--- src/rtl/module_decod_ctrl.sv ---
// SECDED (8,4) decoder with a four-state handshake FSM and saturating error-event counters.
// A word is captured in IDLE, its syndrome is registered in CHECK, the result in CORRECT,
// and the result is presented in DONE.
module module_decod_ctrl #(
    parameter int unsigned CNT_W = 8
) (
    input  logic             clk,
    input  logic             rst_n,
    input  logic [7:0]       in_word,
    input  logic             in_valid,
    output logic             in_ready,
    input  logic             out_ready,
    output logic             out_valid,
    output logic [3:0]       out_data,
    output logic [7:0]       out_word,
    output logic             err_single,
    output logic             err_double,
    output logic [2:0]       err_pos,
    input  logic             clr_cnt,
    output logic [CNT_W-1:0] cnt_single,
    output logic [CNT_W-1:0] cnt_double,
    output logic             busy
);

    localparam logic [1:0] StIdle    = 2'd0;
    localparam logic [1:0] StCheck   = 2'd1;
    localparam logic [1:0] StCorrect = 2'd2;
    localparam logic [1:0] StDone    = 2'd3;

    logic [1:0]       state_q, state_d;
    logic [7:0]       word_q;
    logic [2:0]       syn_q, syn_d;
    logic             par_q, par_d;
    logic [7:0]       fix_word;
    logic             is_single, is_double;
    logic [7:0]       out_word_q;
    logic [3:0]       out_data_q;
    logic             err_single_q, err_double_q;
    logic [2:0]       err_pos_q;
    logic [CNT_W-1:0] cnt_single_q, cnt_double_q;

    // Bit i of the codeword is Hamming position i+1; bit 7 is the overall parity bit.
    always_comb begin
        syn_d[0] = word_q[0] ^ word_q[2] ^ word_q[4] ^ word_q[6];
        syn_d[1] = word_q[1] ^ word_q[2] ^ word_q[5] ^ word_q[6];
        syn_d[2] = word_q[3] ^ word_q[4] ^ word_q[5] ^ word_q[6];
        par_d    = ^word_q;
    end

    always_comb begin
        fix_word  = word_q;
        is_single = par_q;
        is_double = !par_q && (syn_q != 3'd0);
        if (par_q) begin
            if (syn_q == 3'd0) begin
                fix_word[7] = ~word_q[7];
            end else begin
                for (int i = 0; i < 7; i++) begin
                    if (syn_q == 3'(i + 1)) fix_word[i] = ~word_q[i];
                end
            end
        end
    end

    always_comb begin
        state_d = state_q;
        case (state_q)
            StIdle:    if (in_valid) state_d = StCheck;
            StCheck:   state_d = StCorrect;
            StCorrect: state_d = StDone;
            StDone:    if (out_ready) state_d = StIdle;
            default:   state_d = StIdle;
        endcase
    end

    always_ff @(posedge clk or negedge rst_n) begin
        if (!rst_n) begin
            state_q      <= StIdle;
            word_q       <= 8'd0;
            syn_q        <= 3'd0;
            par_q        <= 1'b0;
            out_word_q   <= 8'd0;
            out_data_q   <= 4'd0;
            err_single_q <= 1'b0;
            err_double_q <= 1'b0;
            err_pos_q    <= 3'd0;
        end else begin
            state_q <= state_d;
            if (state_q == StIdle && in_valid) word_q <= in_word;
            if (state_q == StCheck) begin
                syn_q <= syn_d;
                par_q <= par_d;
            end
            if (state_q == StCorrect) begin
                out_word_q   <= fix_word;
                out_data_q   <= {fix_word[6], fix_word[5], fix_word[4], fix_word[2]};
                err_single_q <= is_single;
                err_double_q <= is_double;
                err_pos_q    <= syn_q;
            end
        end
    end

    // Clear wins over an increment landing on the same edge.
    always_ff @(posedge clk or negedge rst_n) begin
        if (!rst_n) begin
            cnt_single_q <= '0;
            cnt_double_q <= '0;
        end else if (clr_cnt) begin
            cnt_single_q <= '0;
            cnt_double_q <= '0;
        end else if (state_q == StCorrect) begin
            if (is_single && cnt_single_q != {CNT_W{1'b1}}) cnt_single_q <= cnt_single_q + 1'b1;
            if (is_double && cnt_double_q != {CNT_W{1'b1}}) cnt_double_q <= cnt_double_q + 1'b1;
        end
    end

    assign in_ready   = (state_q == StIdle);
    assign out_valid  = (state_q == StDone);
    assign busy       = (state_q != StIdle);
    assign out_word   = out_word_q;
    assign out_data   = out_data_q;
    assign err_single = err_single_q;
    assign err_double = err_double_q;
    assign err_pos    = err_pos_q;
    assign cnt_single = cnt_single_q;
    assign cnt_double = cnt_double_q;

endmodule
--- config.mk ---
export PLATFORM = sky130hd
export DESIGN_NAME = module_decod_ctrl
export DESIGN_NICKNAME = d
export VERILOG_FILES = /design/src/rtl/module_decod_ctrl.sv
export SDC_FILE = /design/constraint.sdc
export NUM_CORES = 1
export LEC_CHECK = 0
export ABC_AREA = 1
export CORE_MARGIN = 1.5
export CORE_UTILIZATION = 52
export CTS_CLUSTER_DIAMETER = 40
export CTS_CLUSTER_SIZE = 10
export DETAILED_ROUTE_END_ITERATION = 12
export PLACE_DENSITY = 0.88
export REMOVE_ABC_BUFFERS = 1
export SLEW_MARGIN = 20
export SYNTH_ARGS = -nofsm -noshare
export SYNTH_HDL_FRONTEND = slang
export SYNTH_SLANG_ARGS = --single-unit
--- constraint.sdc ---
create_clock -name clk -period 2.2 [get_ports clk]
set_clock_uncertainty 0.15 [all_clocks]
set_input_delay 0.44 -clock clk [delete_from_list [all_inputs] [get_ports clk]]
set_output_delay 0.44 -clock clk [all_outputs]
set_load 0.01 [all_outputs]
==> impl_results.html, run 1 <==
<table>
<tr><th>Metric</th><th>Value</th></tr>
<tr><th colspan="2">Synthesis</th></tr>
<tr><td>Dominant cells by area after synthesis</td><td>sky130_fd_sc_hd__dfrtp_1 43%, sky130_fd_sc_hd__nand2_1 18%, sky130_fd_sc_hd__inv_1 4.9%, sky130_fd_sc_hd__nand3_1 3.8%, sky130_fd_sc_hd__nand4_1 3.8%</td></tr>
<tr><td>Average footprint of a synthesized cell</td><td>7.48 um^2</td></tr>
<tr><td>Sequential share of the synthesized area</td><td>43.5%</td></tr>
<tr><td>Mapped Area</td><td>2470 um^2</td></tr>
<tr><td>Post-Synthesis Cells</td><td>331</td></tr>
<tr><td>Total of flip-flops plus latches after synthesis</td><td>43</td></tr>
<tr><td>Post-synthesis cell type count</td><td>25</td></tr>
<tr><td>Post-synthesis compound-gate area fraction</td><td>7.23%</td></tr>
<tr><td>Synthesized-area fraction occupied by xor and xnor cells</td><td>4.25%</td></tr>
<tr><td>Synthesized-area fraction occupied by adder cells</td><td>3.54%</td></tr>
<tr><td>Largest family of logic cells by synthesized area</td><td>simple AND/OR/NAND/NOR gates</td></tr>
<tr><td>Synth top area share</td><td>43.5%</td></tr>
<tr><td>Total number of yosys warnings</td><td>0</td></tr>
<tr><td>Mux contribution to synthesized area</td><td>0%</td></tr>
<tr><td>Synth area leader</td><td>sky130_fd_sc_hd__dfrtp_1</td></tr>
<tr><td>Fraction of the mapped netlist area in simple logic gates</td><td>32.7%</td></tr>
<tr><th colspan="2">Floorplanning</th></tr>
<tr><td>Area of the die</td><td>5180 um^2</td></tr>
<tr><td>Core Box Area</td><td>4470 um^2</td></tr>
<tr><td>I/O pin cnt</td><td>49</td></tr>
<tr><td>Effective utilization at floorplan</td><td>55.3%</td></tr>
<tr><td>Standard-cell row count</td><td>24</td></tr>
<tr><td>Die boundary height</td><td>72.0 um</td></tr>
<tr><td>Floorplan die width</td><td>72.0 um</td></tr>
<tr><th colspan="2">Pwr</th></tr>
<tr><td>P_leak</td><td>1.54 nW</td></tr>
<tr><td>Largest vdd supply drop</td><td>0.789 mV</td></tr>
<tr><td>Pwr dens</td><td>1190 nW/um^2</td></tr>
<tr><td>Overall Power</td><td>0.00368 W</td></tr>
<tr><th colspan="2">Clock network</th></tr>
<tr><td>Cell chosen for the clock root</td><td>sky130_fd_sc_hd__clkbuf_8</td></tr>
<tr><td>Number of buffers created by CTS</td><td>5</td></tr>
<tr><td>CTS clk-pin slew, worst paths</td><td>80 ps</td></tr>
<tr><td>Htree depth</td><td>2</td></tr>
<tr><td>Clock insertion delay at the later pin of the skew report</td><td>300 ps</td></tr>
<tr><td>Number of buffers on the longest clock path</td><td>2</td></tr>
<tr><td>Count of clock tree sinks</td><td>43</td></tr>
<tr><td>TritonCTS clock tree</td><td>done</td></tr>
<tr><th colspan="2">Detailed routing</th></tr>
<tr><td>Average vias per placed instance</td><td>5.15</td></tr>
<tr><td>Residual DRC</td><td>0</td></tr>
<tr><td>Average routed wire per standard cell</td><td>12.0 um</td></tr>
<tr><td>Routed via count</td><td>2223</td></tr>
<tr><td>Final WL</td><td>5.17 mm</td></tr>
<tr><td>First-pass iteration count of the detailed router</td><td>4</td></tr>
<tr><td>Count of antenna-violating nets left after detailed routing</td><td>0</td></tr>
<tr><td>Number of design-rule violations left by the first detailed-router iteration</td><td>193</td></tr>
<tr><th colspan="2">Timing</th></tr>
<tr><td>Highest Clock Rate</td><td>0.473 GHz</td></tr>
<tr><td>Max_slew headroom</td><td>64.2%</td></tr>
<tr><td>Setup Viol. Count Final</td><td>0</td></tr>
<tr><td>Post-Route Setup TNS</td><td>0 ps</td></tr>
<tr><td>Final critical delay including setup and external delays</td><td>2120 ps</td></tr>
<tr><td>Total count of max-transition violations in the final report</td><td>0</td></tr>
<tr><td>Period Utilization, post-route</td><td>96.2%</td></tr>
<tr><td>RSZ-0062 raised after global routing</td><td>false</td></tr>
<tr><td>Actual slew at the worst max-slew pin</td><td>538 ps</td></tr>
<tr><td>Final number of hold-violating endpoints</td><td>0</td></tr>
<tr><th colspan="2">Setup path</th></tr>
<tr><td>Critical path data required time</td><td>1610 ps</td></tr>
<tr><td>CP peak stage delay</td><td>490 ps</td></tr>
<tr><td>Type of element launching the critical path</td><td>flop</td></tr>
<tr><td>Maximum fanout along the worst path</td><td>2</td></tr>
<tr><td>Ordered list of cells on the worst path</td><td>buf_4, ha_1, clkdlybuf4s50_1</td></tr>
<tr><td>Crit path buf inv count</td><td>2</td></tr>
<tr><td>Largest delay contributor family on the critical path</td><td>buffers and inverters</td></tr>
<tr><td>Nature of the critical path endpoint</td><td>output port</td></tr>
<tr><td>Endpoint arrival time on the critical path</td><td>1530 ps</td></tr>
<tr><td>Class of the most critical setup path</td><td>flop to output port</td></tr>
<tr><td>Slowest CP cell</td><td>sky130_fd_sc_hd__clkdlybuf4s50_1</td></tr>
<tr><th colspan="2">Global route</th></tr>
<tr><td>Initial antenna violation count</td><td>0</td></tr>
<tr><td>Maximum number of pins on one net before global-route repair</td><td>44</td></tr>
<tr><td>Total GRT Usage</td><td>21.5%</td></tr>
<tr><td>Wire length of the first global-routing pass</td><td>8.82 mm</td></tr>
<tr><td>Via count of the first global-routing pass</td><td>2086</td></tr>
<tr><td>Total overflow reported by the global router</td><td>0</td></tr>
<tr><th colspan="2">Worst hold path</th></tr>
<tr><td>Type of the tightest min-delay check</td><td>input port to asynchronous set/reset pin</td></tr>
<tr><th colspan="2">Run status</th></tr>
<tr><td>Result of the run</td><td>finished clean</td></tr>
<tr><th colspan="2">Run</th></tr>
<tr><td>Maxcap violations</td><td>0</td></tr>
<tr><th colspan="2">Place</th></tr>
<tr><td>Gpl congestion</td><td>0.838</td></tr>
<tr><td>Quantity of I/O buffers inserted on ports</td><td>48</td></tr>
<tr><td>Dpl hpwl</td><td>3.70 mm</td></tr>
<tr><th colspan="2">Finish</th></tr>
<tr><td>Synth-to-layout area growth</td><td>24.5%</td></tr>
<tr><td>Nets</td><td>399</td></tr>
<tr><td>Number of diodes added for antenna fixing</td><td>0</td></tr>
<tr><td>Fraction of layout instances using a drive strength above 1</td><td>8.16%</td></tr>
</table>
cells in the mapped netlist:
cell type and n:
sky130_fd_sc_hd__inv_2 7, sky130_fd_sc_hd__dfrtp_1 43, sky130_fd_sc_hd__buf_2 1, sky130_fd_sc_hd__nor2_4 4
sky130_fd_sc_hd__ha_1 7, sky130_fd_sc_hd__a21oi_1 9, sky130_fd_sc_hd__xor2_1 10, sky130_fd_sc_hd__o21ai_1 10
sky130_fd_sc_hd__inv_1 32, sky130_fd_sc_hd__or2_2 4, sky130_fd_sc_hd__o22ai_1 1, sky130_fd_sc_hd__nand4_1 15
sky130_fd_sc_hd__nand3_1 19, sky130_fd_sc_hd__nand2b_1 2, sky130_fd_sc_hd__o21ai_0 11, sky130_fd_sc_hd__nor2_1 21
sky130_fd_sc_hd__clkinv_1 1, sky130_fd_sc_hd__a21oi_4 1, sky130_fd_sc_hd__a31oi_1 1, sky130_fd_sc_hd__xnor2_1 2
sky130_fd_sc_hd__buf_4 5, sky130_fd_sc_hd__nor2_2 3, sky130_fd_sc_hd__buf_6 1, sky130_fd_sc_hd__clkbuf_1 4
sky130_fd_sc_hd__nand2_1 117
cell type report:
class	instances	area (um^2)
clock buffer	8	100
fill	374	1390
inverter	40	150
multi-input combinational	237	1180
sequential	43	1080
tap	52	65.1
timing repair buffer	52	510
worst reg2reg max path, cell delays in order (launching register included):
cell and delay, ps:
sky130_fd_sc_hd__dfrtp_1 380, sky130_fd_sc_hd__inv_1 120, sky130_fd_sc_hd__ha_1 270, sky130_fd_sc_hd__inv_2 50, sky130_fd_sc_hd__nor2_1 90, sky130_fd_sc_hd__nand2_1 110
sky130_fd_sc_hd__nor2_4 270, sky130_fd_sc_hd__nor2_4 100, sky130_fd_sc_hd__nand2_1 80, sky130_fd_sc_hd__nand2_1 50
sequential cells by signal (all words and copies together) (netlist names):
| register | count |
|---|---|
| err_double | 1 |
| cnt_double | 8 |
| out_word | 8 |
| word_q | 8 |
| cnt_single | 8 |
| state_q | 2 |
| syn_q | 3 |
| is_single | 1 |
| err_pos | 3 |
| err_single | 1 |
per-stage QoR:
step	util (%)	hold WS, ps	cell area, um^2	setup WS, ps	instances
floorplan	-	-5.59	2410	505	320
global placement	66.2	321	2960	340	422
detailed placement	66.2	320	2960	295	422
CTS	68.8	72.2	3080	19.0	432
global route	68.9	98.8	3080	34.5	432
finish	68.9	46.5	3080	84.7	432
cells by family (layout without fill, tap and decap cells):
kind of cell | after synthesis | count (layout)
compound gates | 33 | 33
xor+xnor | 12 | 12
fa+ha+maj | 7 | 7
buf+inv | 51 | 100
flops | 43 | 43
simple gates | 185 | 185
power breakdown:
group	switching (W)	internal, W	total [W]
clock	0.000272	0.000287	0.000559
combinational	0.000971	0.000818	0.00179
sequential	0.000278	0.00106	0.00133
total	0.00152	0.00216	0.00368
path summary, 6_finish.rpt:
path | start | end | slack [ps] | cells past startpoint
worst max register to register | state_q[0] | cnt_double[6] | 430 | 9
min in group clk | out_word[1] | out_word[1] | 340 | 2
max in group asynchronous | rst_n | err_pos[1] | 1480 | 2
worst max-delay path | state_q[0] | out_valid | 80 | 3
worst min-delay path | rst_n | cnt_single[3] | 50 | 2
worst min register to register | out_word[1] | out_word[1] | 340 | 2
routing by layer:
layer / global-route usage (%) / up-vias / routed length [um] / share of wire (%)
met5: 0 / - / 0 / 0
met4: 8.81 / 0 / 85 / 1.6
met3: 4.58 / 8 / 242 / 4.7
met2: 39.0 / 68 / 2620 / 51
met1: 24.5 / 1013 / 2220 / 43
li1: - / 1134 / - / -
cells in the final DEF (no fill, tap or decap), drive strengths merged:
master	n
nand2	117
clkdlybuf4s50	45
dfrtp	43
inv	39
nor2	28
o21ai	21
nand3	19
nand4	15
xor2	10
a21oi	10
clkbuf	8
ha	7
buf	5
or2	4
xnor2	2
nand2b	2
dlymetal6s2s	2
a31oi	1
o22ai	1
clkinv	1
what timing repair did:
| item | in CTS | in global routing |
|---|---|---|
| buffers inserted | 2 | 0 |
| pin swaps | 0 | 0 |
| gates resized for setup | 0 | 2 |
| hold buffers | 0 | 0 |
| setup endpoints to repair | 1 | 2 |
Note: power is estimated with default switching activity, not from simulation.
==> run 2: changes to the inputs <==
--- a/config.mk
+++ b/config.mk
@@ -13,7 +13,9 @@
 export DETAILED_ROUTE_END_ITERATION = 12
 export PLACE_DENSITY = 0.88
 export REMOVE_ABC_BUFFERS = 1
+export SETUP_SLACK_MARGIN = 0.05
 export SLEW_MARGIN = 20
 export SYNTH_ARGS = -nofsm -noshare
 export SYNTH_HDL_FRONTEND = slang
 export SYNTH_SLANG_ARGS = --single-unit
+export TNS_END_PERCENT = 30
==> run 2 against run 1 <==
  * Register-to-register slack barely moved
  * Worst setup slack barely moved
  * Non-clock buffer count did not move
  * Sequential share of layout area barely moved
  * Maximum frequency barely moved
  * Final cell count did not move
  * Flip-flop and latch count did not move
  * Sequential power barely moved
  * Worst hold slack barely moved
  * Cell area fell by 0.12%
  * Die area did not move
==> impl_results.html, run 2 (synthesized netlist as in run 1, its figures left out) <==
<table>
<tr><th>Metric</th><th>Value</th></tr>
<tr><th colspan="2">Timing</th></tr>
<tr><td>Actual slew at the worst max-slew pin</td><td>538 ps (+0.460 ps)</td></tr>
<tr><td>Total count of max-transition violations in the final report</td><td>0 (unchanged)</td></tr>
<tr><td>RSZ-0062 raised after global routing</td><td>true</td></tr>
<tr><td>Max_slew headroom</td><td>64.1% (about the same)</td></tr>
<tr><td>Final critical delay including setup and external delays</td><td>2120 ps (-0.151 ps)</td></tr>
<tr><td>Post-Route Setup TNS</td><td>0 ps (unchanged)</td></tr>
<tr><td>Period Utilization, post-route</td><td>96.1% (about the same)</td></tr>
<tr><td>Setup Viol. Count Final</td><td>0 (unchanged)</td></tr>
<tr><td>Final number of hold-violating endpoints</td><td>0 (unchanged)</td></tr>
<tr><td>Highest Clock Rate</td><td>0.473 GHz (about the same)</td></tr>
<tr><th colspan="2">Setup path</th></tr>
<tr><td>Capturing point of the worst reg2reg path</td><td>cnt_double[6]</td></tr>
<tr><td>Launch point of the worst reg-to-reg path</td><td>state_q[0]</td></tr>
<tr><td>CP peak stage delay</td><td>490 ps (about the same)</td></tr>
<tr><td>Endpoint arrival time on the critical path</td><td>1530 ps (about the same)</td></tr>
<tr><td>Class of the most critical setup path</td><td>flop to output port</td></tr>
<tr><td>Critical path data required time</td><td>1610 ps (about the same)</td></tr>
<tr><td>Type of element launching the critical path</td><td>flop</td></tr>
<tr><td>Ordered list of cells on the worst path</td><td>buf_4, ha_1, clkdlybuf4s50_1</td></tr>
<tr><td>Nature of the critical path endpoint</td><td>output port</td></tr>
<tr><td>R2R depth</td><td>9 (unchanged)</td></tr>
<tr><td>Register-to-register setup slack</td><td>430 ps (about the same)</td></tr>
<tr><td>Maximum fanout along the worst path</td><td>2 (unchanged)</td></tr>
<tr><td>Slowest CP cell</td><td>sky130_fd_sc_hd__clkdlybuf4s50_1</td></tr>
<tr><th colspan="2">Global route</th></tr>
<tr><td>Maximum number of pins on one net before global-route repair</td><td>44 (unchanged)</td></tr>
<tr><td>Initial antenna violation count</td><td>0 (unchanged)</td></tr>
<tr><td>Via count of the first global-routing pass</td><td>2086 (unchanged)</td></tr>
<tr><td>Total GRT Usage</td><td>21.5% (unchanged)</td></tr>
<tr><td>Wire length of the first global-routing pass</td><td>8.82 mm (unchanged)</td></tr>
<tr><td>Total overflow reported by the global router</td><td>0 (unchanged)</td></tr>
<tr><th colspan="2">Floorplanning</th></tr>
<tr><td>Area of the die</td><td>5180 um^2 (unchanged)</td></tr>
<tr><td>I/O pin cnt</td><td>49 (unchanged)</td></tr>
<tr><td>Die boundary height</td><td>72.0 um (unchanged)</td></tr>
<tr><td>Standard-cell row count</td><td>24 (unchanged)</td></tr>
<tr><td>Core Box Area</td><td>4470 um^2 (unchanged)</td></tr>
<tr><td>Effective utilization at floorplan</td><td>55.3% (unchanged)</td></tr>
<tr><td>Floorplan die width</td><td>72.0 um (unchanged)</td></tr>
<tr><th colspan="2">Finish</th></tr>
<tr><td>Fill count</td><td>375 (+0.27%)</td></tr>
<tr><td>Most common cell after layout, fill and taps aside</td><td>sky130_fd_sc_hd__nand2_1</td></tr>
<tr><td>Multi-input gate area in the final layout</td><td>1180 um^2 (unchanged)</td></tr>
<tr><td>Top library cells by usage in the layout, fill and taps aside</td><td>117 x sky130_fd_sc_hd__nand2_1, 45 x sky130_fd_sc_hd__clkdlybuf4s50_1, 43 x sky130_fd_sc_hd__dfrtp_1</td></tr>
<tr><td>Sequential cell area</td><td>1080 um^2 (unchanged)</td></tr>
<tr><td>Area of all placed cells without fillers</td><td>3080 um^2 (-0.12%)</td></tr>
<tr><td>Number of diodes added for antenna fixing</td><td>0 (unchanged)</td></tr>
<tr><td>Nets</td><td>399 (unchanged)</td></tr>
<tr><td>Fraction of layout instances using a drive strength above 1</td><td>8.16% (unchanged)</td></tr>
<tr><td>Synth-to-layout area growth</td><td>24.4%</td></tr>
<tr><th colspan="2">Worst hold path</th></tr>
<tr><td>Type of the tightest min-delay check</td><td>input port to asynchronous set/reset pin</td></tr>
<tr><th colspan="2">Pwr</th></tr>
<tr><td>Largest vdd supply drop</td><td>0.790 mV (about the same)</td></tr>
<tr><td>P_leak</td><td>1.54 nW (-0.36%)</td></tr>
<tr><td>Pwr dens</td><td>1190 nW/um^2 (about the same)</td></tr>
<tr><th colspan="2">Place</th></tr>
<tr><td>Dpl hpwl</td><td>3.70 mm (unchanged)</td></tr>
<tr><td>Placed standard-cell area</td><td>2960 um^2 (unchanged)</td></tr>
<tr><td>Gpl congestion</td><td>0.838 (unchanged)</td></tr>
<tr><td>Quantity of I/O buffers inserted on ports</td><td>48 (unchanged)</td></tr>
<tr><th colspan="2">Detailed routing</th></tr>
<tr><td>Average routed wire per standard cell</td><td>12.0 um (+0.12%)</td></tr>
<tr><td>Number of design-rule violations left by the first detailed-router iteration</td><td>193 (unchanged)</td></tr>
<tr><td>Average vias per placed instance</td><td>5.13 (-0.27%)</td></tr>
<tr><td>Final WL</td><td>5.18 mm (+0.12%)</td></tr>
<tr><td>Residual DRC</td><td>0 (unchanged)</td></tr>
<tr><td>Count of antenna-violating nets left after detailed routing</td><td>0 (unchanged)</td></tr>
<tr><td>First-pass iteration count of the detailed router</td><td>4 (unchanged)</td></tr>
<tr><td>Routed via count</td><td>2217 (-0.27%)</td></tr>
<tr><th colspan="2">Clock network</th></tr>
<tr><td>Htree depth</td><td>2 (unchanged)</td></tr>
<tr><td>Number of buffers created by CTS</td><td>5 (unchanged)</td></tr>
<tr><td>Number of buffers added to fix hold violations after cts</td><td>0 (unchanged)</td></tr>
<tr><td>Number of buffers on the longest clock path</td><td>2 (unchanged)</td></tr>
<tr><td>Cell chosen for the clock root</td><td>sky130_fd_sc_hd__clkbuf_8</td></tr>
<tr><td>CTS clk-pin slew, worst paths</td><td>80 ps (about the same)</td></tr>
<tr><td>TritonCTS clock tree</td><td>done</td></tr>
<tr><td>Clock insertion delay at the later pin of the skew report</td><td>300 ps (about the same)</td></tr>
<tr><td>Count of clock tree sinks</td><td>43 (unchanged)</td></tr>
<tr><th colspan="2">Run</th></tr>
<tr><td>Maxcap violations</td><td>0 (unchanged)</td></tr>
<tr><th colspan="2">Run status</th></tr>
<tr><td>Result of the run</td><td>finished clean</td></tr>
</table>
## run 2: cell types whose count changed in the layout (fill, tap and decap cells not counted)
cell,before,now
sky130_fd_sc_hd__dlygate4sd2_1,0,1
sky130_fd_sc_hd__dlymetal6s2s_1,2,1
## run 2: cell type report
type | instances | area share (%)
Timing Repair Buffer | 52 | 16.5
Multi-Input combinational cell | 237 | 38.3
Clock buffer | 8 | 3.25
Sequential cell | 43 | 35.0
Tap cell | 52 | 2.11
Inverter | 40 | 4.88
## run 2: what timing repair did
action,in CTS,in global routing
endpoints found under the setup margin,2,2
buffers inserted,2,0
gates resized for setup,1,1
pin swaps,0,0
## run 2: metrics by stage
| stage | total power, W | setup slack, ps | hold slack (ps) | util [%] | cells |
|---|---|---|---|---|---|
| 6_report | 0.00368 | 84.8 | 46.7 | 68.8 | 432 |
| 5_1_grt | 0.00398 | 34.5 | 98.8 | 68.8 | 432 |
| 3_5_place_dp | 0.00312 | 295 | 320 | 66.2 | 422 |
| 4_1_cts | 0.00370 | 45.6 | 72.2 | 68.7 | 432 |
| 2_1_floorplan | 0.00240 | 505 | -5.59 | - | 320 |
| 3_3_place_gp | 0.00304 | 340 | 321 | 66.2 | 422 |
## run 2: worst max-delay path by stage
stage          slack [ps]        from  cells after the start             to
5_1_grt                30  state_q[0]                      3      out_valid
2_1_floorplan         510  state_q[0]                      9  cnt_double[5]
3_3_place_gp          340     clr_cnt                      4  cnt_single[3]
3_5_place_dp          300     clr_cnt                      4  cnt_single[3]
6_report               80  state_q[0]                      3      out_valid
4_1_cts                50  state_q[0]                      3       in_ready
## run 2: per-layer routing
metal	share of wire (%)	GRT usage (%)	vias to the layer above
met5	0	0	-
met4	1.6	8.81	0
met1	43	24.5	1003
li1	-	-	1134
met3	5.0	4.58	8
met2	50	39.0	72
## run 2: worst max-delay path: cells and delay by family (launching register included)
family                     cells  cell delay, ps
buffers and inverters          2             630
DFF                            1             380
adders and majority gates      1             220
## run 2: where the power goes
part | leakage [nW] | switching [W] | internal [W] | total [W]
clock network | 0.0515 | 0.000272 | 0.000287 | 0.000559
logic | 0.949 | 0.000971 | 0.000813 | 0.00178
registers | 0.536 | 0.000278 | 0.00106 | 0.00133
total | 1.54 | 0.00152 | 0.00216 | 0.00368
==> run 3: changes to the inputs <==
--- a/config.mk
+++ b/config.mk
@@ -6,6 +6,7 @@
 export NUM_CORES = 1
 export LEC_CHECK = 0
 export ABC_AREA = 1
+export CAP_MARGIN = 0
 export CORE_MARGIN = 1.5
 export CORE_UTILIZATION = 52
 export CTS_CLUSTER_DIAMETER = 40
==> results of run 3 <==
No change in the layout: final DEF, timing and power equal those of run 2.
